===== config.mk =====
export PLATFORM = sky130hd
export DESIGN_NAME = serial_pattern_cmd_ctrl
export DESIGN_NICKNAME = d
export VERILOG_FILES = /design/src/rtl/serial_pattern_cmd_ctrl.sv
export SDC_FILE = /design/constraint.sdc
export NUM_CORES = 1
export LEC_CHECK = 0
export ABC_CLOCK_PERIOD_IN_PS = 4800
export BUFFER_PORTS_ARGS = -buffer_cell sky130_fd_sc_hd__buf_4
export CAP_MARGIN = 20
export CORE_MARGIN = 5
export CORE_UTILIZATION = 45
export DETAILED_ROUTE_END_ITERATION = 8
export HOLD_SLACK_MARGIN = 0.1
export PLACE_DENSITY = 0.65
export SYNTH_ARGS = -nofsm -noshare
export SYNTH_HDL_FRONTEND = slang
export SYNTH_SLANG_ARGS = --single-unit
export TNS_END_PERCENT = 30

===== constraint.sdc =====
create_clock -name clk -period 4.8 [get_ports clk]
set_clock_uncertainty 0.15 [all_clocks]
set_input_delay 0.48 -clock clk [delete_from_list [all_inputs] [get_ports clk]]
set_output_delay 0.48 -clock clk [all_outputs]
set_load 0.005 [all_outputs]

===== src/rtl/serial_pattern_cmd_ctrl.sv =====
// UART command decoder: gathers a fixed-length packet, dispatches a load/stop strobe
// to one serial-out channel, and answers every packet with a single acknowledge byte.
`timescale 1ns/1ps
module serial_pattern_cmd_ctrl #(
  parameter int PACK_NUM    = 9,
  parameter int DATA_BIT    = 32,
  parameter int CH_NUM      = 16,
  parameter int TIMEOUT_CLK = 20000
) (
  input  logic                clk,
  input  logic                rst_n,
  input  logic [7:0]          i_data,
  input  logic                i_rx_done_tick,
  input  logic [CH_NUM-1:0]   i_busy,
  output logic [CH_NUM-1:0]   o_load,
  output logic [CH_NUM-1:0]   o_stop,
  output logic [DATA_BIT-1:0] o_out_pattern,
  output logic [DATA_BIT-1:0] o_freq_pattern,
  output logic                o_mode,
  output logic                o_tx_start,
  output logic [7:0]          o_tx_data,
  input  logic                i_tx_done_tick,
  output logic                o_err_tick
);

  localparam int CNT_W = $clog2(PACK_NUM + 1);
  localparam int TO_W  = $clog2(TIMEOUT_CLK + 1);
  localparam logic [CNT_W-1:0] CNT_FULL = CNT_W'(PACK_NUM);
  localparam logic [TO_W-1:0]  TO_LAST  = TO_W'(TIMEOUT_CLK - 1);
  localparam logic [4:0]       CH_LIM   = 5'((CH_NUM > 16) ? 16 : CH_NUM);

  typedef enum logic [2:0] {
    IDLE, RECV, DECODE, WAIT_CH, DISPATCH, ACK, ACK_WAIT
  } state_t;

  state_t             r_state;
  logic [7:0]         r_pkt [PACK_NUM];
  logic [CNT_W-1:0]   r_cnt;
  logic [TO_W-1:0]    r_to;

  logic               w_store;
  logic [CNT_W-1:0]   w_idx;
  logic [7:0]         w_ctrl;
  logic [3:0]         w_ch;
  logic               w_bad;
  logic               w_is_stop;
  logic               w_late_byte;
  logic [CH_NUM-1:0]  w_sel;
  logic [DATA_BIT-1:0] w_out;
  logic [DATA_BIT-1:0] w_freq;

  // The packet buffer is frozen from DECODE onward because late bytes are never stored,
  // so the control byte can be decoded combinationally in every later state.
  assign w_store     = i_rx_done_tick &&
                       ((r_state == IDLE) || ((r_state == RECV) && (r_cnt != CNT_FULL)));
  assign w_idx       = (r_state == IDLE) ? '0 : r_cnt;
  assign w_ctrl      = r_pkt[PACK_NUM-1];
  assign w_ch        = w_ctrl[7:4];
  assign w_is_stop   = (w_ctrl[1:0] == 2'b10);
  assign w_bad       = w_ctrl[3] || (w_ctrl[1:0] == 2'b00) || (w_ctrl[1:0] == 2'b11) ||
                       ({1'b0, w_ch} >= CH_LIM);
  assign w_sel       = CH_NUM'(1) << w_ch;
  assign w_out       = DATA_BIT'({r_pkt[3], r_pkt[2], r_pkt[1], r_pkt[0]});
  assign w_freq      = DATA_BIT'({r_pkt[7], r_pkt[6], r_pkt[5], r_pkt[4]});
  assign w_late_byte = i_rx_done_tick && (r_state != IDLE) && (r_state != RECV);

  always_ff @(posedge clk) begin
    if (w_store) r_pkt[w_idx] <= i_data;
  end

  always_ff @(posedge clk or posedge rst_n) begin
    if (rst_n) begin
      r_state        <= IDLE;
      r_cnt          <= '0;
      r_to           <= '0;
      o_load         <= '0;
      o_stop         <= '0;
      o_out_pattern  <= '0;
      o_freq_pattern <= '0;
      o_mode         <= 1'b0;
      o_tx_start     <= 1'b0;
      o_tx_data      <= '0;
      o_err_tick     <= 1'b0;
    end else begin
      o_load     <= '0;
      o_stop     <= '0;
      o_tx_start <= 1'b0;
      o_err_tick <= w_late_byte;
      case (r_state)
        IDLE: begin
          if (i_rx_done_tick) begin
            r_cnt   <= CNT_W'(1);
            r_to    <= '0;
            r_state <= RECV;
          end
        end
        RECV: begin
          if (r_cnt == CNT_FULL) begin
            if (i_rx_done_tick) o_err_tick <= 1'b1;
            r_state <= DECODE;
          end else if (i_rx_done_tick) begin
            r_cnt <= r_cnt + 1'b1;
            r_to  <= '0;
          end else if (r_to == TO_LAST) begin
            o_err_tick <= 1'b1;
            r_cnt      <= '0;
            r_to       <= '0;
            r_state    <= IDLE;
          end else begin
            r_to <= r_to + 1'b1;
          end
        end
        DECODE: begin
          r_cnt <= '0;
          r_to  <= '0;
          if (w_bad) begin
            o_tx_start <= 1'b1;
            o_tx_data  <= {4'hE, w_ch};
            r_state    <= ACK;
          end else if (w_is_stop) begin
            o_stop         <= w_sel;
            o_out_pattern  <= w_out;
            o_freq_pattern <= w_freq;
            o_mode         <= w_ctrl[2];
            r_state        <= DISPATCH;
          end else begin
            r_state <= WAIT_CH;
          end
        end
        WAIT_CH: begin
          if (!i_busy[w_ch]) begin
            o_load         <= w_sel;
            o_out_pattern  <= w_out;
            o_freq_pattern <= w_freq;
            o_mode         <= w_ctrl[2];
            r_state        <= DISPATCH;
          end
        end
        DISPATCH: begin
          o_tx_start <= 1'b1;
          o_tx_data  <= {4'hA, w_ch};
          r_state    <= ACK;
        end
        ACK: begin
          r_state <= ACK_WAIT;
        end
        ACK_WAIT: begin
          if (i_tx_done_tick) r_state <= IDLE;
        end
        default: r_state <= IDLE;
      endcase
    end
  end

endmodule


# Yosys cells after proc, flatten, opt, wreduce, memory -nomap -nowiden
# Memories as Yosys holds them, arrays and structs flattened.
# Index checks and enable logic that the tools add are counted.
# op_classes
n_mux	50
bitwise	0
mul	0
n_eq_ne	22
n_lt_le_gt_ge	1
n_shift	1
n_addsub	2
n_div	0
n_reduce_logical	18
# op_table
operator	count
$mux 32	6
$pmux 32 s2	2
$mux 16	5
$mux 15	4
$pmux 15 s3	1
$mux 3	8
$pmux 3 s7	1
$mux 4	5
$pmux 8 s2	1
$shl 1x4->16 const A	1
$add 15x1->15 const B	1
$eq 15x15->1 const B	1
$ne 2x2->1 const B	7
$mux 1	12
$pmux 4 s3	1
$eq 3x3->1 const B	3
$mux 8	1
$reduce_and 4->1	2
$eq 3x2->1 const B	2
$ne 3x1->1 const B	2
$ne 3x2->1 const B	2
$reduce_bool 3->1	2
$lt 4x5->1 const B	1
$reduce_and 5->1	1
14 further kinds	22
# word_totals
input_bits	28
reg_bits	129
word_cells	106
latch_bits	0
n_memories	1
out_inout_bits	107
mem_bits_ro	0
mem_bits_rw	72
# memory_table
name	words	word_bits	read_ports	rd_clocked_by_memory_dff	write_ports	line_no	rtl
r_pkt	9	8	9	0	1	37	logic [7:0] r_pkt [PACK_NUM];

# Logic depth before layout (Yosys ltp)
# Gate-level depths: netlist of the first run.
# depth
depth_word	7
ltp_mapped	10

# Worst setup path before layout of the first run
# No wires, ideal clock.
# synth_path
kind	register to register
startpoint	reg r_state[1]
endpoint	mem r_pkt[4][0], enable pin
path_slack_ns	2.105
path_stages_with_launch	7
period_less_slack_ns	2.695
setup_ns	0.395
t_arrival_ns	2.150
path_buffers	2
cell_sequence	dfrtp_1 > clkbuf_1 > or3_1 > clkbuf_1 > inv_1 > nand2_1 > nor4_1
# synth_between
elab_chain_cells	6
# synth_rtl
item	line_no	rtl
start, declared	36	state_t r_state;
start signal, assigned	73	r_state <= IDLE;
start signal, assigned	94	r_state <= RECV;
start signal, assigned	100	r_state <= DECODE;
$eq 3x1->1	55	((r_state == IDLE) || ((r_state == RECV) && (r_cnt != CNT_FULL)));
$logic_and 1x1->1	55	
$logic_or 1x1->1	55	
$logic_and 1x1->1	54	assign w_store = i_rx_done_tick &&
$mux 1	68	if (w_store) r_pkt[w_idx] <= i_data;
$mux 1 (not written as such)	68	
end, declared	37	
# Several ways; a longest one is shown, not always the timed one.

==> flow_summary.ini, run 1 <==
[run_status]
outcome = finished, final reports clean

[yosys]
synth_edf_count = 72
synth_ff_type = dfrtp_1
syn_inst = 528
synthAdderAreaFrac_pct = 0.476
syn_nets = 559
ys_seq_elements = 199
netlist_area_um2 = 7890
synth_xor_area_share_pct = 0.222
async_reset_ff_share_pct = 63.8
seq_area_frac_synth_pct = 67.7
synth_compound_area_share_pct = 5.33
muxShareOfSynthArea_pct = 13.6
synth.distinct_cells = 56
avgSynthCellArea_um2 = 14.9
synth_top_family_by_area = multiplexers
synth_warnings = 0
synthSimpleGateAreaFrac_pct = 10.0

[floorplanning]
core_area_um2 = 17200
fp-row-count = 48
start_util_pct = 45.8
dieWidth_um = 142
fp.dieArea_um2 = 20300
die_y_um = 142
ios = 135

[final_layout]
syn_to_final_growth_pct = 23.0
final_cells = 896
final_cell_mix = buf_4, dfrtp_1, edfxtp_1, mux2_4, nor2_1
nFillCells = 1368
mostFrequentLayoutCell = buf_4
diodes = 0
final_net_count = 689
final_core_utilization_pct = 56.3
seq_area_um2 = 5340
drive_gt1_share_pct = 35.8
multi_input_area_um2 = 2370
final_area_um2 = 9700

[clocking]
cts.clk_slew.worst_paths_ns = 0.07
cts_max_level = 4
cts_hold_buffers = 1
cts_made_buffers = 17
clock_sinks = 199
post-cts-setup-buffers = 0
cts_root_buf = clkbuf_16
cts_tree = done
cts-resized-gates = 0
clk_latency_ns = 0.42
clk_path_buf_depth = 2

[critical_path]
critPathLaunch = r_pkt[8][5]
required_ns = 4.96
critical_path_class = reg -> reg
critPathBufInv = 1
timing.rr.start = r_pkt[8][5]
crit_slowest_cell = a21boi_4
crit_path_end_kind = register
cp_max_fo = 24
worstPathArrival_ns = 3.39
path_cells = mux2i_1 > a221oi_2 > nand2_1 > a21boi_4 > buf_4 > mux2_4
slowest_delay_ns = 0.79
path_delay_family = compound AO/OA/AOI/OAI gates
start_kind = register

[route]
first_pass_iters = 5
drc = 0
wl_mm = 16.2
route.detailed.wl_per_inst_um = 18.1
viasPerCell = 5.27
antenna_left = 0
num_vias = 4723
drtIter0Drc = 296

[placement]
io_buffers = 133
place_inst = 861
place_congestion = 0.779
place_area_um2 = 9060
place_ws_ns = 1.55
hpwl_mm = 11.3

[grt]
grt_max_degree = 90
overflow = 0
grt_use_total_pct = 16.5
grt_pass1_vias = 4739
antenna_found_initial = 0
grt_pass1_wl_mm = 26.0

[timing]
rsz0062_at_grt = false
slew-limit-headroom_pct = 30.1
finalMaxSlewViolations = 0
tns_ns = 0
fin_crit_sh_pct = 67.3
hold_viol_final = 0
setup_slack_ns = 1.57
max_slew.worst_pin.slew_ns = 1.04
fmax_ghz = 0.309
layout_min_cycle_time_ns = 3.23
finalSetupViolCount = 0

[power]
p_per_area_nw_per_um2 = 536
vdd_drop_max_mv = 0.308
p_leak_uw = 0.00436

[hold_path]
min_path_type = in -> reg
worstHoldStart = i_data[6]

[flow_run]
cap_violations = 0
[synthesized netlist by cell type (5+ instances only)]
master | n | area [µm²]
a21oi_1 | 5 | 25.0
nand2_1 | 17 | 63.8
inv_1 | 6 | 22.5
mux2_2 | 5 | 56.3
clkbuf_1 | 13 | 48.8
mux2i_1 | 6 | 60.1
o21ai_1 | 11 | 55.1
mux2_4 | 51 | 766
nor3_1 | 27 | 135
o41ai_1 | 5 | 43.8
buf_6 | 7 | 78.8
mux2_1 | 17 | 191
dfrtp_1 | 127 | 3180
nand3_1 | 15 | 75.1
o21ai_0 | 11 | 55.1
nand2b_1 | 12 | 75.1
edfxtp_1 | 72 | 2160
nor2_1 | 40 | 150
nor4_1 | 6 | 37.5
buf_2 | 5 | 25.0
nor2b_1 | 6 | 37.5
o31ai_1 | 6 | 45.0
[power by group]
group	switching (µW)	total (µW)	internal [µW]
clock network	641	1400	759
logic	529	1370	841
registers	279	2430	2150
[layer usage]
layer / GRT usage [%] / up-vias / share of wire (%)
met5: 0 / - / 0
met3: 4.03 / 18 / 5.9
met4: 5.05 / 0 / 1.3
met2: 26.4 / 152 / 49
met1: 22.5 / 2366 / 44
li1: - / 2187 / -
[registers in the layout, indices dropped and copies added, names as in the netlist]
name	cells
o_err_tick	1
r_pkt	72
o_tx_data	6
r_to	15
o_out_pattern	32
o_freq_pattern	32
o_mode	1
r_cnt	4
o_stop	16
o_load	16
o_tx_start	1
r_state	3
[worst register-to-register path, cell delays in order (launching register included)]
cell and delay, ns:
edfxtp_1 0.73, mux2i_1 0.20, a221oi_2 0.37, nand2_1 0.17, a21boi_4 0.79, buf_4 0.39, mux2_4 0.33
[logic make-up after synthesis]
logic type               Yosys count
AO/OA/AOI/OAI                     57
buffers and inverters             36
flip-flops                       199
other                              1
AND/OR/NAND/NOR                  151
XOR/XNOR                           2
adder cells (fa/ha/maj)            3
multiplexers                      79
[through the flow]
| step | hold slack, ns | total power (µW) |
|---|---|---|
| global route | 0.180 | 5480 |
| detailed placement | 0.292 | 3850 |
| finish | 0.191 | 5200 |
| floorplan | 0.282 | 3160 |
| CTS | 0.175 | 5250 |
| global placement | 0.286 | 3800 |
[final timing paths]
kind / endpoint / slack (ns) / cells after the start
max: o_out_pattern[7] / 1.57 / 6
min: r_pkt[8][6] / 0.19 / 1
max reg2reg: o_out_pattern[7] / 1.57 / 6
min reg2reg: o_freq_pattern[17] / 0.31 / 1
max in group asynchronous: o_stop[11] / 2.89 / 5
min in group asynchronous: o_freq_pattern[28] / 0.45 / 3
[area by class of cell]
cell class	count	area share (%)
Clock buffer	21	5.08
Multi-Input combinational cell	293	24.4
Clock inverter	11	1.01
Inverter	6	0.258
Timing Repair Buffer	141	11.3
Tap cell	225	2.90
Sequential cell	199	55.1
(Power assumes the default switching activity.)
==> run 2, diff against run 1 <==
--- a/config.mk
+++ b/config.mk
@@ -5,7 +5,8 @@
 export SDC_FILE = /design/constraint.sdc
 export NUM_CORES = 1
 export LEC_CHECK = 0
-export ABC_CLOCK_PERIOD_IN_PS = 4800
+export ABC_AREA = 1
+export ABC_CLOCK_PERIOD_IN_PS = 3200
 export BUFFER_PORTS_ARGS = -buffer_cell sky130_fd_sc_hd__buf_4
 export CAP_MARGIN = 20
 export CORE_MARGIN = 5
==> constraint.sdc (replaced) <==
create_clock -name clk -period 3.2 [get_ports clk]
set_clock_uncertainty 0.15 [all_clocks]
set_input_delay 0.32 -clock clk [delete_from_list [all_inputs] [get_ports clk]]
set_output_delay 0.32 -clock clk [all_outputs]
set_load 0.005 [all_outputs]
==> run 2 against run 1 <==
Compared with the run above:
- worst hold slack better by 0.096 ns
- clock-buffer cell count is 1 lower
- worst setup slack worse by 0.84 ns
- utilization is 0.50 points higher
- largest cell class unchanged
- non-clock buffer count is 17 higher
- via count is 20% higher
- synthesized cell count is 44% higher
- area after synthesis is 0.79% lower
- sequential power is 44% higher
- fmax is 31% higher
- sequential share of layout area is 0.30 points lower
- wire length is 11% higher
==> flow_summary.ini, run 2 <==
[timing]
finalMaxSlewViolations = 0
max_slew.worst_pin.slew_ns = 0.908
fin_crit_sh_pct = 77.1
layout_min_cycle_time_ns = 2.47
finalSetupViolCount = 0
tns_ns = 0
rsz0062_at_grt = false
fmax_ghz = 0.405
hold_viol_final = 0
slew-limit-headroom_pct = 39.5

[yosys]
synth.top_cell.area_share_pct = 40.6
syn_inst = 758
seq_area_frac_synth_pct = 68.2
async_reset_ff_share_pct = 63.8
synth_warnings = 0
synth_area_leaders = dfrtp_1, edfxtp_1, nand2_1
avgSynthCellArea_um2 = 10.3
synth.distinct_cells = 32
syn_nets = 789
ys_seq_elements = 199
netlist_top_cells_count = nand2_1, dfrtp_1, nand3_1
yosys.cell_count.top_type = nand2_1
synth_top_area_cell = dfrtp_1
synth_edf_count = 72
netlist_area_um2 = 7830
synth_ff_type = dfrtp_1

[final_layout]
final_area_um2 = 9750
top_register = r_pkt
drive_gt1_share_pct = 20.9
syn_to_final_growth_pct = 24.6
largest_reg_flops = 72
diodes = 0
top_regs = r_pkt: 72 flops, o_freq_pattern: 32 flops, o_out_pattern: 32 flops
final_net_count = 933
final_cell_mix = nand2_1, buf_4, dfrtp_1, nand3_1, nor2_1
mostFrequentLayoutCell = nand2_1
final_cells = 1140

[clocking]
cts_made_buffers = 17
post-cts-setup-buffers = 0
cts-resized-gates = 0
clk_latency_ns = 0.43
clock_sinks = 199
cts_root_buf = clkbuf_16
cts_max_level = 4
clk_path_buf_depth = 2
cts_hold_buffers = 11
cts_tree = done
cts.clk_slew.worst_paths_ns = 0.07

[floorplanning]
ios = 135
die_y_um = 142
dieWidth_um = 142
start_util_pct = 45.6
fp.dieArea_um2 = 20100
fp-row-count = 48
core_area_um2 = 17200

[grt]
grt_pass1_vias = 5402
antenna_found_initial = 0
overflow = 0
grt_use_total_pct = 18.2
grt_max_degree = 82
grt_pass1_wl_mm = 28.4

[critical_path]
r2r_slack_ns = 0.73
timing.rr.start = r_pkt[8][4]
reg2reg_depth = 8
start_kind = register
worst_r2r_endpoint = o_out_pattern[29]
required_ns = 3.42
critical_path_class = reg -> reg
cp_max_fo = 81
crit_path_end_kind = register
worstPathArrival_ns = 2.69

[route]
drtIter0Drc = 458
num_vias = 5656
route.detailed.wl_per_inst_um = 15.8
wl_mm = 18.0
viasPerCell = 4.96
antenna_left = 0
drc = 0
first_pass_iters = 5

[flow_run]
cap_violations = 0

[placement]
place_inst = 1097
hpwl_mm = 11.8
io_buffers = 133
place_area_um2 = 9050
place_congestion = 0.844

[hold_path]
min_path_type = reg -> reg
worstHoldStart = r_pkt[6][7]
min_to = o_freq_pattern[23]
hold_depth = 2

[power]
p_leak_uw = 0.00459
p_per_area_nw_per_um2 = 777
vdd_drop_max_mv = 0.444

[run_status]
outcome = finished, final reports clean
==> run 2: changes by cell type in the layout (fill, tap and decap cells not counted), sizes merged, moves of 12 or more <==
cell and delta:
nand2b -12, nor2 +46, nand3 +95, mux2 -73, nand2 +202, nor3 -15, inv +33
==> run 2: report_power, final <==
part	internal, µW	leakage (µW)	total (µW)	switching (µW)
Combinational	899	0.00198	1930	1030
Sequential	3170	0.00234	3510	342
Clock	1190	0.000279	2130	949
==> run 2: stage by stage <==
step                      hold slack, ns  utilization [%]  worst slack (ns)  total power (µW)
final                              0.287             56.8             0.732              7580
after global routing               0.301             56.8             0.519              8030
after CTS                          0.290             56.8             0.725              7670
after detailed placement           0.275             52.7             0.740              5510
after global placement             0.271             52.7             0.806              5460
after floorplan                    0.268                -             0.670              4490
==> run 2: layout make-up <==
type | instances | area [µm²]
Timing Repair Buffer | 158 | 1250
Clock buffer | 20 | 447
Clock inverter | 12 | 140
Fill cell | 1542 | 7420
Multi-Input combinational cell | 481 | 2120
Sequential cell | 199 | 5340
Tap cell | 225 | 282
Inverter | 45 | 175
==> run 2: logic make-up after synthesis <==
logic type	after synthesis	synth area share (%)
buffers and inverters	78	4.83
and+or+nand+nor	439	23.9
DFF	199	68.2
other	1	0.0479
AOI/OAI and AO/OA	37	2.41
adders and majority gates	3	0.480
xor gates and xnor gates	1	0.112
==> run 2: layer usage <==
metal | part of all wire (%) | track usage (%) | wire (µm) | vias to the layer above
met5 | 0 | 0 | 0 | -
met4 | 1.4 | 6.06 | 252 | 0
met3 | 5.6 | 3.57 | 1010 | 20
met2 | 48 | 29.4 | 8630 | 155
met1 | 45 | 24.8 | 8090 | 2702
li1 | - | - | - | 2779
==> run 2: how the worst max path moves through the flow <==
stage / from / cells after the start / endpoint / slack, ns
after floorplan: r_cnt[0] / 8 / r_pkt[8][0] / 0.67
after detailed placement: r_pkt[8][4] / 8 / o_out_pattern[9] / 0.74
after global placement: r_pkt[8][4] / 8 / o_out_pattern[19] / 0.81
final: r_pkt[8][4] / 8 / o_out_pattern[29] / 0.73
after CTS: r_pkt[8][4] / 8 / o_out_pattern[10] / 0.72
after global routing: r_pkt[8][4] / 8 / o_out_pattern[20] / 0.52
==> run 2: worst max-delay path: stages (launching register included) <==
cell	delay [ns]
edfxtp_1	0.55
nor2_2	0.30
a21oi_1	0.10
nand3_1	0.08
nand3_1	0.14
nand3_4	0.10
buf_4	0.65
nand3_1	0.16
nand2_1	0.12
==> run 3, diff against run 2 <==
--- a/config.mk
+++ b/config.mk
@@ -6,7 +6,7 @@
 export NUM_CORES = 1
 export LEC_CHECK = 0
 export ABC_AREA = 1
-export ABC_CLOCK_PERIOD_IN_PS = 3200
+export ABC_CLOCK_PERIOD_IN_PS = 2400
 export BUFFER_PORTS_ARGS = -buffer_cell sky130_fd_sc_hd__buf_4
 export CAP_MARGIN = 20
 export CORE_MARGIN = 5
==> constraint.sdc (replaced) <==
create_clock -name clk -period 2.4 [get_ports clk]
set_clock_uncertainty 0.15 [all_clocks]
set_input_delay 0.24 -clock clk [delete_from_list [all_inputs] [get_ports clk]]
set_output_delay 0.24 -clock clk [all_outputs]
set_load 0.005 [all_outputs]
==> run 3 against run 2 <==
Compared with the run above:
- first-iteration DRC count up 0.87%
- via count up 1.1%
- power up 32%
- clock power increased by 29%
- wire length decreased by 0.18%
- worst setup slack worse by 0.52 ns
- critical path depth up 1
- combinational power up 35%
- final cell count up 0.35%
- cell area rose by 0.28%
- register-to-register slack worse by 0.52 ns
==> flow_summary.ini, run 3 (synthesis results as in run 2) <==
[run_status]
outcome = finished, final reports clean

[route]
num_vias = 5716
wl_mm = 17.9
drc = 0
drtIter0Drc = 462
first_pass_iters = 5
antenna_left = 0
viasPerCell = 5.00
route.detailed.wl_per_inst_um = 15.7

[timing]
slew-limit-headroom_pct = 55.0
tns_ns = 0
finalSetupViolCount = 0
max_slew.worst_pin.slew_ns = 0.674
hold_ws_ns = 0.289
layout_min_cycle_time_ns = 2.18
hold_viol_final = 0
finalMaxSlewViolations = 0
setup_slack_ns = 0.216
fin_crit_sh_pct = 91.0
fmax_ghz = 0.458

[placement]
place_ws_ns = 0.0812
place_congestion = 0.879
io_buffers = 133
hpwl_mm = 11.3

[hold_path]
hold_depth = 2
worstHoldStart = r_pkt[4][6]
min_to = o_freq_pattern[6]
min_path_type = reg -> reg

[critical_path]
cp_common_cell = inv_1
r2r_slack_ns = 0.22
timing.rr.start = r_cnt[0]
cp_max_fo = 8
crit_path_end_kind = register
start_kind = register
worst_r2r_endpoint = r_pkt[8][7]
crit_slowest_cell = dfrtp_1
required_ns = 2.38
reg2reg_depth = 9
worstPathArrival_ns = 2.17
path_cells = ha_1 > nand3_1 > inv_1 > nor2_2 > o21ai_0 > inv_1 > nand2_1 > nor4_1 > buf_4
slowest_delay_ns = 0.44
critPathLaunch = r_cnt[0]
critical_path_class = reg -> reg

[power]
sequentialPowerShare_pct = 46.5
p_sw_share_pct = 30.5
total_power_uw = 9990
p_int_uw = 6950
clkPwrFrac_pct = 27.4
pwr-share-comb_pct = 26.0
vdd_drop_max_mv = 0.628
p_per_area_nw_per_um2 = 1020
p_leak_uw = 0.00462
power.switching_uw = 3040

[floorplanning]
die_y_um = 142
ios = 135
dieWidth_um = 142
fp.dieArea_um2 = 20100
core_area_um2 = 17200
fp-row-count = 48
start_util_pct = 45.6

[grt]
grt_max_degree = 128
grt_pass1_wl_mm = 28.7
overflow = 0
grt_pass1_vias = 5468
grt_use_total_pct = 18.2
antenna_found_initial = 0

[final_layout]
drive_gt1_share_pct = 21.4
final_net_count = 937
diodes = 0
top_register = r_pkt
largest_reg_flops = 72
final_core_utilization_pct = 56.9
top_regs = r_pkt: 72 flops, o_freq_pattern: 32 flops, o_out_pattern: 32 flops
nFillCells = 1508
final_cell_mix = nand2_1, buf_4, dfrtp_1, nand3_1, nor2_1
mostFrequentLayoutCell = nand2_1
syn_to_final_growth_pct = 25.0
multi_input_area_um2 = 2120
seq_area_um2 = 5340

[clocking]
clock_sinks = 199
cts_max_level = 4
clk_path_buf_depth = 2
clk_latency_ns = 0.43
cts_made_buffers = 17
cts_tree = done
cts.clk_slew.worst_paths_ns = 0.07
cts_root_buf = clkbuf_16

[flow_run]
cap_violations = 0
-- run 3: cell count changes in the layout (fill, tap and decap cells not counted), moves of 2 or more --
cell / previous run / this run
clkbuf_8: 1 / 3
buf_4: 144 / 147
nor2_2: 3 / 5
nor2_1: 82 / 80
clkinv_2: 1 / 3
-- run 3: worst max-delay path, delay by kind of cell, from the launching register on --
kind	cells	cell delay [ns]
compound gates	1	0.09
flops	1	0.44
fa+ha+maj	1	0.22
buf+inv	3	0.45
simple gates	4	0.55
-- run 3: power groups by stage --
| stage | logic, µW | registers, µW | clock network [µW] |
|---|---|---|---|
| 6_report | 2600 | 4650 | 2740 |
| 5_1_grt | 2920 | 4730 | 2930 |
| 4_1_cts | 2630 | 4650 | 2790 |
| 3_5_place_dp | 2600 | 4710 | 0 |
| 3_3_place_gp | 2540 | 4720 | 0 |
| 2_1_floorplan | 1330 | 4660 | 0 |
-- run 3: metrics by stage --
step / std cells / area (µm²)
after floorplan: 758 / 7830
after global placement: 1100 / 9090
after detailed placement: 1100 / 9090
after CTS: 1143 / 9770
after global routing: 1144 / 9780
final: 1144 / 9780
-- run 3: cell type report --
| class | count | area share (%) |
|---|---|---|
| Tap cell | 225 | 2.88 |
| Multi-Input combinational cell | 481 | 21.7 |
| Clock buffer | 22 | 4.85 |
| Clock inverter | 10 | 0.947 |
| Inverter | 45 | 1.79 |
| Timing Repair Buffer | 162 | 13.2 |
| Sequential cell | 199 | 54.6 |
-- run 3: worst max path at each step --
stage / end / slack, ns / cells after the start
floorplan: r_pkt[8][0] / -0.13 / 8
global placement: r_cnt[3] / 0.17 / 9
detailed placement: r_cnt[3] / 0.08 / 9
CTS: r_cnt[3] / 0.06 / 9
global route: r_pkt[8][1] / -0.002 / 8
finish: r_pkt[8][7] / 0.22 / 9
-- run 3: repair_timing --
| item | CTS | global route |
|---|---|---|
| endpoints found under the setup margin | 0 | 20 |
| hold buffers | 11 | 0 |
| buffers inserted | 0 | 1 |
| endpoints found under the hold margin | 204 | 0 |
| resized for setup | 0 | 2 |
-- run 3: metal layers --
| metal | wire length, µm | up-vias | part of all wire, % | track usage [%] |
|---|---|---|---|---|
| met4 | 188 | 0 | 1.0 | 4.85 |
| met3 | 766 | 15 | 4.3 | 3.30 |
| li1 | - | 2773 | - | - |
| met5 | 0 | - | 0 | 0 |
| met1 | 8260 | 2803 | 46 | 25.2 |
| met2 | 8720 | 125 | 49 | 29.8 |
